--- src/rtl/div_unit.sv ---
// div_unit: 32-cycle restoring divider (DIV/DIVU), result {remainder, quotient}.
// Define DIV_ZERO_FLAG_EN to add the div_zero_out flag for zero-divisor requests.
module div_unit (
    input  logic        clk,
    input  logic        rst_n,
    input  logic        start_in,
    input  logic        signed_in,
    input  logic        annul_in,
    input  logic [31:0] opdata1_in,
    input  logic [31:0] opdata2_in,
    output logic [63:0] result_out,
    output logic        ready_out
`ifdef DIV_ZERO_FLAG_EN
    ,
    output logic        div_zero_out
`endif
);
    typedef enum logic [1:0] {FREE, BYZERO, ON, END} state_t;

    state_t      state, state_d;
    logic [4:0]  cnt, cnt_d;
    logic [31:0] r, r_d, q, q_d, d, d_d;
    logic        neg_q, neg_q_d, neg_r, neg_r_d;
    logic [63:0] res_d;
    logic        rdy_d;
    logic [32:0] shifted, diff;
    logic [31:0] r_step, q_step;

    // q starts as the dividend magnitude and fills with quotient bits from the right
    assign shifted = {r, q[31]};
    assign diff    = shifted - {1'b0, d};
    assign r_step  = diff[32] ? shifted[31:0] : diff[31:0];
    assign q_step  = {q[30:0], ~diff[32]};

    always_comb begin
        state_d = state;
        cnt_d   = cnt;
        r_d     = r;
        q_d     = q;
        d_d     = d;
        neg_q_d = neg_q;
        neg_r_d = neg_r;
        res_d   = result_out;
        rdy_d   = ready_out;
        case (state)
            FREE: if (start_in && !annul_in) begin
                if (opdata2_in == 32'd0) state_d = BYZERO;
                else begin
                    state_d = ON;
                    cnt_d   = 5'd0;
                    r_d     = 32'd0;
                    q_d     = (signed_in && opdata1_in[31]) ? -opdata1_in : opdata1_in;
                    d_d     = (signed_in && opdata2_in[31]) ? -opdata2_in : opdata2_in;
                    neg_q_d = signed_in && (opdata1_in[31] ^ opdata2_in[31]);
                    neg_r_d = signed_in && opdata1_in[31];
                end
            end
            BYZERO: begin
                state_d = annul_in ? FREE : END;
                rdy_d   = !annul_in;
                res_d   = 64'd0;
            end
            ON: if (annul_in) begin
                state_d = FREE;
                rdy_d   = 1'b0;
                res_d   = 64'd0;
            end else begin
                r_d = r_step;
                q_d = q_step;
                if (cnt == 5'd31) begin
                    state_d = END;
                    rdy_d   = 1'b1;
                    res_d   = {neg_r ? -r_step : r_step, neg_q ? -q_step : q_step};
                end else cnt_d = cnt + 5'd1;
            end
            END: if (!start_in) begin
                state_d = FREE;
                rdy_d   = 1'b0;
                res_d   = 64'd0;
            end
            default: state_d = FREE;
        endcase
    end

    always_ff @(posedge clk) begin
        if (!rst_n) begin
            state      <= FREE;
            cnt        <= 5'd0;
            r          <= 32'd0;
            q          <= 32'd0;
            d          <= 32'd0;
            neg_q      <= 1'b0;
            neg_r      <= 1'b0;
            result_out <= 64'd0;
            ready_out  <= 1'b0;
        end else begin
            state      <= state_d;
            cnt        <= cnt_d;
            r          <= r_d;
            q          <= q_d;
            d          <= d_d;
            neg_q      <= neg_q_d;
            neg_r      <= neg_r_d;
            result_out <= res_d;
            ready_out  <= rdy_d;
        end
    end

`ifdef DIV_ZERO_FLAG_EN
    always_ff @(posedge clk)
        div_zero_out <= rst_n && ((state == BYZERO) ? !annul_in : (state == END) && start_in && div_zero_out);
`endif
endmodule

--- config.mk ---
export PLATFORM = sky130hd
export DESIGN_NAME = div_unit
export DESIGN_NICKNAME = d
export VERILOG_FILES = /design/src/rtl/div_unit.sv
export SDC_FILE = /design/constraint.sdc
export NUM_CORES = 1
export LEC_CHECK = 0
export ABC_AREA = 1
export BUFFER_PORTS_ARGS = -buffer_cell sky130_fd_sc_hd__buf_2
export CELL_PAD_IN_SITES_DETAIL_PLACEMENT = 0
export CELL_PAD_IN_SITES_GLOBAL_PLACEMENT = 2
export CORE_UTILIZATION = 29
export CTS_CLUSTER_DIAMETER = 40
export CTS_CLUSTER_SIZE = 30
export DETAILED_ROUTE_END_ITERATION = 7
export GPL_ROUTABILITY_DRIVEN = 0
export PLACE_DENSITY_LB_ADDON = 0.3
export SLEW_MARGIN = 0
export SYNTH_ARGS = -nofsm -noshare
export SYNTH_HDL_FRONTEND = slang
export SYNTH_SLANG_ARGS = --single-unit
--- constraint.sdc ---
create_clock -name clk -period 3.7 [get_ports clk]
set_clock_uncertainty 0.2 [all_clocks]
set_input_delay 0.37 -clock clk [delete_from_list [all_inputs] [get_ports clk]]
set_output_delay 0.37 -clock clk [all_outputs]
set_load 0.03 [all_outputs]
==> flow_metrics.env, run 1 <==
export IMPL_cts_tree="done"
export IMPL_period_minus_slack_ns=3.649
export IMPL_overflow=0
export IMPL_synthArstFlopShare_pct=0
export IMPL_clockBufferDepth=2
export IMPL_postPlaceCellArea_mm2=0.01469
export IMPL_first_global_vias=12980
export IMPL_seqCellArea_mm2=0.003417
export IMPL_core_rowCount=75
export IMPL_n_antenna_cell=0
export IMPL_area_growth_syn_to_layout_pct=26.12
export IMPL_syn_nets=2193
export IMPL_path_clk_slew_ns=0.08
export IMPL_grt_setup_unrepaired="true"
export IMPL_status="completed"
export IMPL_final_cell_mix="nand2_1, inv_1, a21oi_1, nor2_1, dfxtp_1"
export IMPL_power_total_mw=9.609
export IMPL_avgRoutedWirePerCell_um=16.03
export IMPL_cp_end_kind="register"
export IMPL_worstHoldPathType="in -> reg"
export IMPL_final_max_slew_viol_count=0
export IMPL_die_width_um=210.1
export IMPL_initial_core_util_pct=29.67
export IMPL_preCtsSetupSlack_ns=-0.1370
export IMPL_cp_max_fo=6
export IMPL_grt_max_degree=66
export IMPL_fillCellCount=4637
export IMPL_max_slew_worst_pin_slew_ns=0.7044
export IMPL_drv_cap=0
export IMPL_dr_pass1_iters=5
export IMPL_cts_root_buf="clkbuf_16"
export IMPL_fin_nets=2418
export IMPL_crit_top_cell="nand2_2"
export IMPL_vias_per_cell=4.692
export IMPL_cpPeakStageDelay_ns=0.34
export IMPL_ys_seq_area_share_pct=27.11
export IMPL_die_area_mm2=0.04413
export IMPL_start_kind="register"
export IMPL_core_mm2=0.04232
export IMPL_slew_limit_headroom_pct=53.04
export IMPL_crit_slowest_cell="fa_2"
export IMPL_dp_hpwl_mm=36.68
export IMPL_cp_required_ns=3.90
export IMPL_grt_usage_pct=21.41
export IMPL_drc=0
export IMPL_synth_main_ff_cell="dfxtp_1"
export IMPL_vias=13590
export IMPL_layout_setup_ws_ns=0.05128
export IMPL_synth_cell_type_count=47
export IMPL_hold_viol=0
export IMPL_ys_warn_count=0
export IMPL_multi_input_area_mm2=0.008299
export IMPL_antenna_found_initial=0
export IMPL_vdd_ir_drop_worst_mv=0.3198
export IMPL_syn_area_mm2=0.01256
export IMPL_insertion_delay_ns=0.46
export IMPL_whs_ns=0.04602
export IMPL_numCtsBuffers=17
export IMPL_avgSynthCellArea_um2=6.034
export IMPL_ys_seq_elements=170
export IMPL_final_area_mm2=0.01584
export IMPL_leakagePower_nw=7.674
export IMPL_drt_iter0_drc=724
export IMPL_cts_max_level=4
export IMPL_grt_pass1_wl_mm=72.78
export IMPL_syn_inst=2081
export IMPL_synth_edff_count=0
export IMPL_path_class="reg -> reg"
export IMPL_drtAntennaViolNets=0
export IMPL_fmaxAchievable_mhz=274.1
export IMPL_clkSinkCount=170
export IMPL_crit_arrival_ns=3.85
export IMPL_wirelength_mm=46.41
export IMPL_cp_num_buf_inv=4
export IMPL_final_common_cell="nand2_1"
export IMPL_ios=134
export IMPL_p_per_area_mw_per_mm2=606.8
export IMPL_setup_viol=0
export IMPL_layout_drive_gt1_share_pct=20.01
export IMPL_post_route_period_util_pct=98.61
export IMPL_die_h_um=210.1
export IMPL_port_buffers=133
export IMPL_cp_top_family="simple AND/OR/NAND/NOR gates"
[cell usage after synthesis (6+ instances only)]
master	instances	share of area [%]
nor2_1	184	5.5
nor3_1	28	1.1
o21bai_1	6	0.36
o21ai_2	6	0.42
o21ai_0	109	4.3
xor2_1	58	4.0
inv_2	6	0.18
o21ai_1	11	0.44
nor2_2	12	0.60
buf_2	11	0.44
nand2_1	643	19
o211ai_1	6	0.36
a21oi_1	226	9.0
nand4_1	18	0.90
inv_1	245	7.3
or2_2	6	0.30
ha_1	42	4.2
nand3_1	112	4.5
clkbuf_1	58	1.7
nand2_2	20	1.0
dfxtp_1	170	27
xnor2_1	25	1.7
nor4_1	10	0.50
a211oi_1	10	0.60
a31oi_1	6	0.30
[worst reg2reg max path: cells and delay by family (launching register included)]
kind | cells | cell delay, ns
AOI/OAI and AO/OA | 5 | 0.63
and+or+nand+nor | 15 | 1.51
buffers and inverters | 4 | 0.33
DFF | 1 | 0.32
adders and majority gates | 3 | 0.60
[power breakdown]
group	switching [mW]	internal (mW)
registers	0.179	2.06
logic	3.58	1.97
clock network	0.917	0.901
total	4.68	4.93
[routing by layer]
layer | vias to the layer above | wire length [um] | global-route usage, %
li1 | 7137 | - | -
met1 | 6230 | 22480 | 28.19
met2 | 188 | 21980 | 36.53
met3 | 33 | 1172 | 3.054
met4 | 0 | 779 | 5.361
met5 | - | 0 | 0
[kinds of logic after synthesis]
group / share of synthesized area, %
AND/OR/NAND/NOR: 35.43
AO/OA/AOI/OAI: 16.91
buffers and inverters: 10.42
flip-flops: 27.11
XOR/XNOR: 5.790
adder cells (fa/ha/maj): 4.345
[layout make-up]
class	instances	area share [%]
multi-input cells	1578	52.41
flip-flops and latches	170	21.58
repair buffers	283	11.69
inverters	256	6.084
well taps	577	4.559
clock buffers	17	2.686
clock inverters	15	0.9956
[flip-flops by register name (all words and copies together), names as in the netlist]
name	count
neg_r	1
result_out	64
ready_out	1
neg_q	1
cnt	5
r	32
state	2
q	32
d	32
[worst paths after layout]
kind | from | end | slack, ns | depth (start not counted)
worst max-delay path | q[31] | result_out[22] | 0.05 | 27
worst min-delay path | opdata2_in[11] | d[11] | 0.05 | 3
worst max register to register | q[31] | result_out[22] | 0.05 | 27
worst min register to register | result_out[61] | result_out[61] | 0.26 | 2
[stage by stage]
stage / TNS [ns] / util (%) / cells
after floorplan: -0.04136 / - / 2081
after global placement: -0.1185 / 34.71 / 2842
after detailed placement: -0.6304 / 34.71 / 2842
after CTS: 0 / 36.21 / 2877
after global routing: -1.560 / 37.42 / 2896
final: 0 / 37.42 / 2896
[timing repair]
| action | 4_1_cts | 5_1_grt |
|---|---|---|
| hold buffers | 1 | 0 |
| setup endpoints to repair | 11 | 92 |
| resized for setup | 5 | 79 |
| pin swaps | 7 | 25 |
| buffers inserted | 2 | 19 |
| cloned | 0 | 0 |
| endpoints found under the hold margin | 1 | 0 |
Note: power is estimated with default switching activity, not from simulation.
==> run 2, diff against run 1 <==
Clock period 3.7 ns to 3.3 ns, I/O delays scaled along.
==> flow_metrics.env, run 2 (synthesized netlist as in run 1, its figures left out) <==
export IMPL_status="finished with violations"
export IMPL_violations="setup timing"
export IMPL_period_minus_slack_ns=3.567
export IMPL_p_per_area_mw_per_mm2=693.2
export IMPL_layout_setup_ws_ns=-0.2666
export IMPL_grt_pass1_wl_mm=75.60
export IMPL_p_seq_share_pct=20.5
export IMPL_cp_end_kind="register"
export IMPL_drt_iter0_drc=734
export IMPL_seqCellArea_mm2=0.003408
export IMPL_multi_input_area_mm2=0.008716
export IMPL_drv_cap=0
export IMPL_layout_drive_gt1_share_pct=27.73
export IMPL_insertion_delay_ns=0.46
export IMPL_post_route_period_util_pct=108.1
export IMPL_final_common_cell="nand2_1"
export IMPL_initial_core_util_pct=29.67
export IMPL_rr_worst_depth=27
export IMPL_antenna_found_initial=0
export IMPL_final_max_slew_viol_count=0
export IMPL_pwr_share_comb_pct=62.5
export IMPL_grt_usage_pct=22.11
export IMPL_clkSinkCount=170
export IMPL_die_area_mm2=0.04413
export IMPL_port_buffers=133
export IMPL_path_class="reg -> reg"
export IMPL_core_mm2=0.04232
export IMPL_min_from="opdata2_in[4]"
export IMPL_slew_limit_headroom_pct=45.19
export IMPL_area_growth_syn_to_layout_pct=40.54
export IMPL_swShare_pct=47.06
export IMPL_r2r_start="q[31]"
export IMPL_p_clk_share_pct=16.9
export IMPL_leakagePower_nw=8.670
export IMPL_overflow=0
export IMPL_setup_tns_ns=-3.498
export IMPL_avgRoutedWirePerCell_um=16.01
export IMPL_drtAntennaViolNets=0
export IMPL_fillCellCount=4553
export IMPL_fin_nets=2580
export IMPL_dr_pass1_iters=5
export IMPL_path_clk_slew_ns=0.08
export IMPL_n_antenna_cell=0
export IMPL_die_width_um=210.1
export IMPL_core_rowCount=75
export IMPL_regMostFlops="result_out"
export IMPL_grt_setup_unrepaired="true"
export IMPL_ios=134
export IMPL_cts_root_buf="clkbuf_16"
export IMPL_r2r_end="result_out[22]"
export IMPL_cp_required_ns=3.49
export IMPL_setup_viol=32
export IMPL_wirelength_mm=48.97
export IMPL_rrSetupSlack_ns=-0.27
export IMPL_numCtsBuffers=17
export IMPL_crit_arrival_ns=3.76
export IMPL_p_sw_mw=5.756
export IMPL_min_to="d[4]"
export IMPL_vdd_ir_drop_worst_mv=0.6253
export IMPL_hold_viol=0
export IMPL_start_kind="register"
export IMPL_grt_max_degree=66
export IMPL_power_total_mw=12.23
export IMPL_cts_tree="done"
export IMPL_vias_per_cell=4.681
export IMPL_cts_max_level=4
export IMPL_clockBufferDepth=2
export IMPL_worstHoldPathType="in -> reg"
export IMPL_drc=0
export IMPL_first_global_vias=13810
export IMPL_final_cell_mix="nand2_1, buf_4, inv_1, a21oi_1, nor2_1"
export IMPL_holdPathStages=3
export IMPL_dp_hpwl_mm=37.89
export IMPL_max_slew_worst_pin_slew_ns=0.8146
export IMPL_internal_power_mw=6.476
export IMPL_cp_max_fo=6
export IMPL_fmaxAchievable_mhz=280.4
export IMPL_die_h_um=210.1
export IMPL_largest_reg_flops=64
export IMPL_vias=14320
-- run 2: through the flow --
step | hold WS [ns] | setup WS [ns] | instance area (um2) | util, % | std cells
CTS | 0.008039 | -0.2538 | 17120 | 40.45 | 3036
detailed placement | 0.2536 | -0.5124 | 15720 | 37.13 | 2970
finish | 0.02843 | -0.2666 | 17650 | 41.69 | 3058
global placement | 0.2501 | -0.4679 | 15720 | 37.13 | 2970
floorplan | 0.2301 | -0.4196 | 12640 | - | 2081
global route | 0.02045 | -0.5067 | 17650 | 41.69 | 3058
-- run 2: per-layer routing --
| metal | GRT usage [%] | up-vias | wire, um |
|---|---|---|---|
| li1 | - | 7453 | - |
| met1 | 28.83 | 6561 | 22800 |
| met2 | 38.60 | 247 | 23780 |
| met3 | 2.697 | 55 | 1510 |
| met4 | 5.185 | 0 | 874 |
| met5 | 0 | - | 0 |
-- run 2: worst max-delay path, cell delays in order, from the launching register on --
cell	delay, ns
dfxtp_2	0.32
inv_2	0.06
ha_4	0.12
inv_2	0.04
fa_2	0.35
nand2_2	0.10
nand2_2	0.07
nand3_2	0.06
nand2_2	0.06
nand2_2	0.07
nand2_2	0.07
nand2_4	0.09
nand3_4	0.10
nand2_8	0.10
ha_4	0.14
nand3_4	0.07
nor3_4	0.15
nand3_2	0.12
nor3_4	0.15
nand2_2	0.09
o21ai_2	0.13
inv_2	0.06
a21oi_4	0.14
nand2_4	0.10
buf_4	0.16
a21oi_1	0.12
o21ai_1	0.10
a21oi_1	0.12
-- run 2: area by class of cell --
cell class	instances	area share [%]
Clock buffer	17	2.411
Tap cell	577	4.091
Inverter	256	5.474
Multi-Input combinational cell	1578	49.39
Clock inverter	15	0.8863
Sequential cell	170	19.32
Timing Repair Buffer	445	18.43
-- run 2: timing repair --
action	in CTS	in global routing
gates resized for setup	134	80
hold buffers	3	0
endpoints found under the setup margin	44	125
pin swaps	51	33
endpoints found under the hold margin	3	0
setup buffers	33	20
gates cloned	1	3
-- run 2: worst max-delay path by stage --
stage | startpoint | end | cells after the start
after global placement | d[19] | result_out[28] | 24
after CTS | q[31] | result_out[28] | 28
after global routing | q[31] | result_out[28] | 28
final | q[31] | result_out[22] | 27
after detailed placement | d[0] | result_out[24] | 26
after floorplan | q[31] | result_out[24] | 28
-- run 2: power by group through the flow --
stage / sequential [mW] / clock, mW / combinational, mW
after floorplan: 2.56 / 0 / 3.90
after global placement: 2.54 / 0 / 6.42
after detailed placement: 2.54 / 0 / 6.46
after CTS: 2.50 / 2.12 / 7.16
after global routing: 2.55 / 2.21 / 8.46
final: 2.51 / 2.07 / 7.65
==> run 3, diff against run 2 <==
Settings changed: SKIP_LAST_GASP set to 1.
==> flow_metrics.env, run 3 (synthesized netlist as in run 1, its figures left out) <==
export IMPL_insertion_delay_ns=0.47
export IMPL_drv_cap=0
export IMPL_cp_end_kind="register"
export IMPL_final_cell_mix="nand2_1, buf_4, inv_1, a21oi_1, nor2_1"
export IMPL_layout_setup_ws_ns=-0.2826
export IMPL_fin_nets=2579
export IMPL_antenna_found_initial=0
export IMPL_numCtsBuffers=17
export IMPL_final_max_slew_viol_count=0
export IMPL_cp_top_family="simple AND/OR/NAND/NOR gates"
export IMPL_grt_pass1_wl_mm=75.52
export IMPL_grt_max_degree=66
export IMPL_drc=0
export IMPL_area_growth_syn_to_layout_pct=39.62
export IMPL_core_rowCount=75
export IMPL_crit_slowest_cell="fa_2"
export IMPL_vdd_ir_drop_worst_mv=0.6247
export IMPL_path_clk_slew_ns=0.08
export IMPL_cts_max_level=4
export IMPL_grt_usage_pct=22.09
export IMPL_first_global_vias=13810
export IMPL_clockBufferDepth=2
export IMPL_cpPeakStageDelay_ns=0.35
export IMPL_overflow=0
export IMPL_n_antenna_cell=0
export IMPL_drtAntennaViolNets=0
export IMPL_pwr_share_comb_pct=62.1
export IMPL_p_per_area_mw_per_mm2=689.6
export IMPL_cp_num_buf_inv=4
export IMPL_period_minus_slack_ns=3.583
export IMPL_port_buffers=133
export IMPL_vias=14280
export IMPL_fillCellCount=4566
export IMPL_dr_pass1_iters=6
export IMPL_p_clk_share_pct=17.1
export IMPL_avgRoutedWirePerCell_um=16.00
export IMPL_initial_core_util_pct=29.67
export IMPL_path_class="reg -> reg"
export IMPL_worstHoldPathType="in -> reg"
export IMPL_layout_drive_gt1_share_pct=27.18
export IMPL_crit_arrival_ns=3.77
export IMPL_violations="setup timing"
export IMPL_drt_iter0_drc=693
export IMPL_preCtsSetupSlack_ns=-0.5124
export IMPL_status="finished with violations"
export IMPL_cp_required_ns=3.49
export IMPL_clkSinkCount=170
export IMPL_max_slew_worst_pin_slew_ns=0.7157
export IMPL_regMostFlops="result_out"
export IMPL_cp_max_fo=6
export IMPL_fmaxAchievable_mhz=279.1
export IMPL_crit_top_cell="nand2_2"
export IMPL_p_seq_share_pct=20.7
export IMPL_slew_limit_headroom_pct=52.28
export IMPL_hold_viol=0
export IMPL_core_mm2=0.04232
export IMPL_wirelength_mm=48.91
export IMPL_die_area_mm2=0.04413
export IMPL_cts_tree="done"
export IMPL_dp_hpwl_mm=37.89
export IMPL_die_h_um=210.1
export IMPL_swShare_pct=46.93
export IMPL_start_kind="register"
export IMPL_p_sw_mw=5.673
export IMPL_largest_reg_flops=64
export IMPL_fin_cells=3057
export IMPL_ios=134
export IMPL_whs_ns=0.02844
export IMPL_cts_root_buf="clkbuf_16"
export IMPL_setup_tns_ns=-3.549
export IMPL_grt_setup_unrepaired="true"
export IMPL_die_width_um=210.1
export IMPL_dp_cells=2970
export IMPL_leakagePower_nw=8.655
export IMPL_setup_viol=31
export IMPL_internal_power_mw=6.416
export IMPL_final_common_cell="nand2_1"
export IMPL_vias_per_cell=4.670
export IMPL_post_route_period_util_pct=108.6
## run 3: changes by cell type in the layout (fill, tap and decap cells not counted), sizes merged
cell / change
buf: -1
## run 3: repair_timing
item / 4_1_cts / 5_1_grt
endpoints found under the hold margin: 3 / 0
hold buffers: 3 / 0
buffers inserted: 33 / 20
pin swaps: 50 / 33
gates cloned: 1 / 3
gates resized for setup: 130 / 62
endpoints found under the setup margin: 44 / 125
## run 3: power groups by stage
stage / Sequential (mW) / Clock [mW] / Combinational (mW)
after floorplan: 2.56 / 0 / 3.90
after global placement: 2.54 / 0 / 6.42
after detailed placement: 2.54 / 0 / 6.46
after CTS: 2.50 / 2.12 / 7.14
after global routing: 2.54 / 2.21 / 8.32
final: 2.51 / 2.07 / 7.51
## run 3: routing by layer
| layer | wire length [um] | vias up | global-route usage (%) |
|---|---|---|---|
| met4 | 915 | 0 | 5.563 |
| met3 | 1414 | 51 | 2.622 |
| li1 | - | 7446 | - |
| met1 | 22930 | 6535 | 28.85 |
| met5 | 0 | - | 0 |
| met2 | 23650 | 244 | 38.39 |
## run 3: layout make-up
type | instances | area (um2) | share of cell area [%]
Tap cell | 577 | 721.9 | 4.118
Timing Repair Buffer | 444 | 3243 | 18.50
Clock buffer | 17 | 425.4 | 2.427
Clock inverter | 15 | 156.4 | 0.8922
Sequential cell | 170 | 3408 | 19.44
Inverter | 256 | 968.4 | 5.524
Multi-Input combinational cell | 1578 | 8607 | 49.10
## run 3: final timing paths
path | from | to | slack (ns) | depth (start not counted)
setup / recovery | q[31] | result_out[22] | -0.28 | 27
hold / removal | opdata2_in[12] | d[12] | 0.03 | 3
setup reg to reg | q[31] | result_out[22] | -0.28 | 27
hold reg to reg | result_out[58] | result_out[58] | 0.26 | 2
## run 3: per-stage QoR
step                      total power [mW]  util [%]  instance area (um2)
final                                12.09     41.42                17530
after global routing                 13.07     41.42                17530
after CTS                            11.76     40.41                17100
after detailed placement             8.997     37.13                15720
after global placement               8.961     37.13                15720
after floorplan                      6.457         -                12640
## run 3: worst min-delay path: stages
cell	delay (ns)
buf_2	0.11
xnor2_1	0.10
a21oi_1	0.12
